File: config.mk
export PLATFORM = sky130hd
export DESIGN_NAME = i2c_frame_detect
export DESIGN_NICKNAME = d
export VERILOG_FILES = /design/src/rtl/i2c_frame_detect.sv
export SDC_FILE = /design/constraint.sdc
export NUM_CORES = 1
export LEC_CHECK = 0
export CORE_UTILIZATION = 40
export DETAILED_ROUTE_END_ITERATION = 7
export MAX_ROUTING_LAYER = met4
export PLACE_DENSITY = 0.61
export SYNTH_ARGS = -nofsm -noshare
export SYNTH_HDL_FRONTEND = slang
export SYNTH_SLANG_ARGS = --single-unit
File: constraint.sdc
create_clock -name clk -period 2.2 [get_ports clk]
set_clock_uncertainty 0.15 [all_clocks]
set_input_delay 0.44 -clock clk [delete_from_list [all_inputs] [get_ports clk]]
set_output_delay 0.44 -clock clk [all_outputs]
set_load 0.005 [all_outputs]
File: src/rtl/i2c_frame_detect.sv
// i2c_frame_detect
//   Front end of the I2C EEPROM slave. Synchronises and deglitches the raw
//   SCL/SDA pins on the system clock, detects START / repeated START / STOP,
//   counts bits and deserialises bytes. `load` is a level that covers the
//   ACK clock of the address byte so the address-compare stage can latch.
//
// Ports
//   clk, reset_n          system clock, async active-low reset
//   scl_in, sda_in        raw I2C pins
//   scl_f, sda_f          filtered lines (reset 1)
//   scl_rise, scl_fall    1-cycle pulses on filtered SCL edges
//   start_det, stop_det   1-cycle pulses on (repeated) START / STOP
//   load                  high during the ACK slot of the first byte
//   rx_byte, byte_valid   last complete byte and its update strobe
//   first_byte            current byte is the address byte
//   bit_cnt               bits received in current byte (0..8)
//   busy                  FSM not in IDLE
module i2c_frame_detect #(
    parameter int SYNC_STAGES = 2,
    parameter int FILT_LEN    = 3
) (
    input  logic       clk,
    input  logic       reset_n,
    input  logic       scl_in,
    input  logic       sda_in,
    output logic       scl_f,
    output logic       sda_f,
    output logic       scl_rise,
    output logic       scl_fall,
    output logic       start_det,
    output logic       stop_det,
    output logic       load,
    output logic [7:0] rx_byte,
    output logic       byte_valid,
    output logic       first_byte,
    output logic [3:0] bit_cnt,
    output logic       busy
);
    localparam int CW = $clog2(FILT_LEN + 1);

    typedef enum logic [1:0] {S_IDLE, S_BYTE, S_ACK} state_t;

    logic [SYNC_STAGES-1:0] r_scl_sync, r_sda_sync;
    logic [CW-1:0]          r_scl_cnt, r_sda_cnt;
    logic                   r_scl_f, r_sda_f;
    logic                   r_scl_rise, r_scl_fall, r_start, r_stop;
    logic                   w_scl_s, w_sda_s, w_scl_tog, w_sda_tog;
    state_t                 r_state, w_next;
    logic [7:0]             r_sr, r_rx;
    logic [3:0]             r_bit_cnt;
    logic                   r_bv, r_first, r_load;

    // Synchronisers idle high so reset does not look like a START.
    always_ff @(posedge clk or negedge reset_n) begin
        if (!reset_n) begin
            r_scl_sync <= '1;
            r_sda_sync <= '1;
        end else begin
            r_scl_sync <= {r_scl_sync[SYNC_STAGES-2:0], scl_in};
            r_sda_sync <= {r_sda_sync[SYNC_STAGES-2:0], sda_in};
        end
    end

    assign w_scl_s = r_scl_sync[SYNC_STAGES-1];
    assign w_sda_s = r_sda_sync[SYNC_STAGES-1];

    // Toggle on the FILT_LEN-th consecutive differing sample.
    assign w_scl_tog = (w_scl_s != r_scl_f) && (r_scl_cnt == CW'(FILT_LEN - 1));
    assign w_sda_tog = (w_sda_s != r_sda_f) && (r_sda_cnt == CW'(FILT_LEN - 1));

    always_ff @(posedge clk or negedge reset_n) begin
        if (!reset_n) begin
            r_scl_cnt  <= '0;
            r_sda_cnt  <= '0;
            r_scl_f    <= 1'b1;
            r_sda_f    <= 1'b1;
            r_scl_rise <= 1'b0;
            r_scl_fall <= 1'b0;
            r_start    <= 1'b0;
            r_stop     <= 1'b0;
        end else begin
            r_scl_cnt  <= (w_scl_s == r_scl_f || w_scl_tog) ? '0 : r_scl_cnt + CW'(1);
            r_sda_cnt  <= (w_sda_s == r_sda_f || w_sda_tog) ? '0 : r_sda_cnt + CW'(1);
            r_scl_f    <= r_scl_f ^ w_scl_tog;
            r_sda_f    <= r_sda_f ^ w_sda_tog;
            r_scl_rise <= w_scl_tog & ~r_scl_f;
            r_scl_fall <= w_scl_tog &  r_scl_f;
            // SDA moving in the same cycle as SCL is a data edge, not a condition.
            r_start    <= w_sda_tog &  r_sda_f & r_scl_f & ~w_scl_tog;
            r_stop     <= w_sda_tog & ~r_sda_f & r_scl_f & ~w_scl_tog;
        end
    end

    // State register
    always_ff @(posedge clk or negedge reset_n) begin
        if (!reset_n) r_state <= S_IDLE;
        else          r_state <= w_next;
    end

    // Next state
    always_comb begin
        w_next = r_state;
        if (r_stop)       w_next = S_IDLE;
        else if (r_start) w_next = S_BYTE;
        else begin
            case (r_state)
                S_BYTE:  if (r_scl_fall && r_bit_cnt == 4'd8) w_next = S_ACK;
                S_ACK:   if (r_scl_fall) w_next = S_BYTE;
                default: w_next = r_state;
            endcase
        end
    end

    // Datapath tied to the FSM transitions
    always_ff @(posedge clk or negedge reset_n) begin
        if (!reset_n) begin
            r_sr      <= '0;
            r_rx      <= '0;
            r_bit_cnt <= '0;
            r_bv      <= 1'b0;
            r_first   <= 1'b0;
            r_load    <= 1'b0;
        end else begin
            r_bv <= 1'b0;
            if (r_stop) begin
                r_bit_cnt <= '0;
                r_first   <= 1'b0;
                r_load    <= 1'b0;
            end else if (r_start) begin
                r_bit_cnt <= '0;
                r_first   <= 1'b1;
                r_load    <= 1'b0;
            end else begin
                case (r_state)
                    S_BYTE: begin
                        if (r_scl_rise && r_bit_cnt < 4'd8) begin
                            r_sr      <= {r_sr[6:0], r_sda_f};
                            r_bit_cnt <= r_bit_cnt + 4'd1;
                            // Completing bit: publish the byte in the same update.
                            if (r_bit_cnt == 4'd7) begin
                                r_rx <= {r_sr[6:0], r_sda_f};
                                r_bv <= 1'b1;
                            end
                        end
                        if (r_scl_fall && r_bit_cnt == 4'd8) r_load <= r_first;
                    end
                    S_ACK: begin
                        if (r_scl_fall) begin
                            r_bit_cnt <= '0;
                            r_first   <= 1'b0;
                            r_load    <= 1'b0;
                        end
                    end
                    default: ;
                endcase
            end
        end
    end

    // Outputs
    always_comb begin
        busy = (r_state != S_IDLE);
    end

    assign scl_f      = r_scl_f;
    assign sda_f      = r_sda_f;
    assign scl_rise   = r_scl_rise;
    assign scl_fall   = r_scl_fall;
    assign start_det  = r_start;
    assign stop_det   = r_stop;
    assign load       = r_load;
    assign rx_byte    = r_rx;
    assign byte_valid = r_bv;
    assign first_byte = r_first;
    assign bit_cnt    = r_bit_cnt;

endmodule

==> impl_metrics.tcl <==
set metrics [dict create \
    synthSimpleGateAreaFrac 0.1320 \
    synth.yosys.seq_area_share 0.5843 \
    synthMuxAreaShare 0.1465 \
    synth_compound_area_frac 0.05797 \
    relSlewSlack 0.6830 \
    area_growth_pct 26.93 \
    top_level_ports 26 \
    worstHoldPathType "register to register" \
    cts_made_buffers 5 \
    cts_tree "done" \
    fmax_mhz 486.1 \
    register_area_um2 958.4 \
    grtUsageTotal 0.1683 \
    tns_ns 0 \
    hpwl_um 2008 \
    first_pass_iters 4 \
    routabilityCongestion 0.8119 \
    worst_slew_pin_slew_ns 0.4755 \
    antenna_found_initial 0 \
    ff2ff_path_depth 6 \
    power_leakage_nw 1.025 \
    postRouteAntennaNets 0 \
    multi_input_area_um2 648.1 \
    worstSetupStartpoint "r_state[0]" \
    routed_wl_um 2931 \
    start_util 0.4318 \
    die_width_um 66.04 \
    synth_nets 134 \
    met2_length_um 1480 \
    synth_cells 123 \
    grt_overflow_total 0 \
    wire_per_inst_um 14.23 \
    fin_util 0.5481 \
    highest_layer "met4" \
    setup_violations 0 \
    path_clk_slew_ns 0.07 \
    drt_iter0_markers 59 \
    cts_root_buf "clkbuf_8" \
    die_area_um2 4361 \
    num_rows 22 \
    synth_seq_cells 38 \
    m1WireLength_um 1256 \
    die_h_um 66.04 \
    maxSlewViolCount 0 \
    htreeDepth 2 \
    power_density_nw_per_um2 1086 \
    end_kind "output pin" \
    post-cts-setup-buffer-count 0 \
    arrival_ns 1.47 \
    fp.coreArea_um2 3799 \
    hold_ws_ns 0.2079 \
    rsz0062_at_grt "false" \
    grt_pass1_wl_um 5099 \
    layout_commonest_cell "dfrtp_1" \
    yosysUniqueCellTypes 28 \
    syn-cell-area_um2 1640 \
    drcViolationCount 0 \
    met3WireLength_um 123 \
    crit_required_ns 1.61 \
    cts_sinks 38 \
    clock_latency_ns 0.29 \
    n_fill_cell 317 \
    final_cell_mix "32 x dfrtp_1, 25 x clkdlybuf4s50_1, 10 x nor2_1" \
    diodes 0 \
    syn_area_per_cell_um2 13.34 \
    drive_above_1_share 0.2342 \
    cp_max_fo 3 \
    vias_per_cell 5.005 \
    layout.nets 168 \
    crit_type "register to output pin" \
    clockBufferDepth 2 \
    status "finished, final reports clean" \
    fin_crit_ns 2.057 \
    first_global_vias 1088 \
    vdd_drop_max_mv 0.4958 \
    min_from "r_scl_sync[0]" \
    grt_max_degree 39 \
    hold_violations 0 \
    vias 1031 \
    rrSetupSlack_ns 0.22 \
    hold_depth 0 \
    numPortBuffers 25 \
    final.period_utilization 0.9351 \
    post_cts_resized 0 \
    synth_top_family_by_area "multiplexers" \
    cts_hold_buf 0 \
    synth-adder-area-share 0.05339 \
    synth_xor_area_frac 0.005339 \
    cap_violations 0 \
    rr_startpoint "r_state[1]" \
    yosys_warnings 0 \
    start_kind "register" \
]
==> through the flow <==
stage | area, um2 | total power (W) | setup slack (ns) | instances
finish | 2082 | 0.002260 | 0.1428 | 206
global route | 2082 | 0.002409 | 0.08026 | 206
CTS | 2082 | 0.002281 | 0.1380 | 206
detailed placement | 1966 | 0.001649 | 0.2425 | 198
global placement | 1966 | 0.001617 | 0.2978 | 198
floorplan | 1640 | 0.001371 | 0.3849 | 123
==> per-layer routing <==
| metal | track usage | vias to the layer above |
|---|---|---|
| li1 | - | 484 |
| met3 | 0.05345 | 9 |
| met4 | 0.09840 | 0 |
| met5 | - | - |
| met1 | 0.1960 | 515 |
| met2 | 0.2551 | 23 |
==> report_power, final <==
group	internal [W]	switching (W)
Clock	0.000370	0.000247
Combinational	0.000362	0.000351
Sequential	0.000830	0.000101
==> flip-flops by register name, summed over array words and instances, names as in the netlist, 2 cells and up, named ones only <==
signal and flops:
bit_cnt 4, r_scl_cnt 2, r_scl_sync 2, r_sda_cnt 2, r_sda_sync 2, r_sr 7
r_state 2, rx_byte 8
==> kinds of logic (layout without fill, tap and decap cells) <==
family | after synthesis | in the layout
adders and majority gates | 7 | 7
and+or+nand+nor | 35 | 35
xor gates and xnor gates | 1 | 1
muxes | 19 | 19
DFF | 38 | 38
buffers and inverters | 9 | 44
AOI/OAI and AO/OA | 14 | 14
==> synth_stat cells <==
library cell  count  share of area
inv_1             9          0.021
mux2_4            8          0.073
nand3b_4          1          0.012
nand2b_1          7          0.027
nor2_8            1          0.012
nand2_1           7          0.016
mux2i_1           3          0.018
and2_1            1         0.0038
dfstp_2           6          0.096
o31ai_1           3          0.014
nand3_1           3         0.0092
nor3_1            1         0.0030
nor2_1           10          0.023
o21bai_1          1         0.0046
nand4b_1          1         0.0053
mux2_2            8          0.055
a21oi_1           2         0.0061
o21ai_0           4          0.012
xor2_1            1         0.0053
a21o_1            1         0.0046
or3_2             1         0.0046
a211oi_1          1         0.0046
and2_2            1         0.0046
a211o_2           1         0.0061
ha_1              7          0.053
a41o_1            1         0.0061
nor3b_4           1          0.011
dfrtp_1          32           0.49
==> layout make-up <==
cell class,count,area share
timing repair buffer,27,0.1274
tap,48,0.02885
clock buffer,7,0.04147
sequential,38,0.4603
clock inverter,1,0.01442
inverter,9,0.01623
multi-input combinational,76,0.3113
==> worst paths after layout <==
kind	endpoint
setup / recovery	busy
hold / removal	r_scl_sync[1]
hold reg to reg	r_scl_sync[1]
setup reg to reg	rx_byte[6]
min in group asynchronous	r_scl_cnt[0]
max in group asynchronous	r_sda_sync[0]
==> worst max-delay path, stage by stage (launching register included) <==
cell             delay, ns
dfrtp_1               0.37
inv_1                 0.08
ha_1                  0.19
inv_1                 0.04
clkdlybuf4s50_1       0.49
No activity file was read; power rests on OpenSTA's default activity.
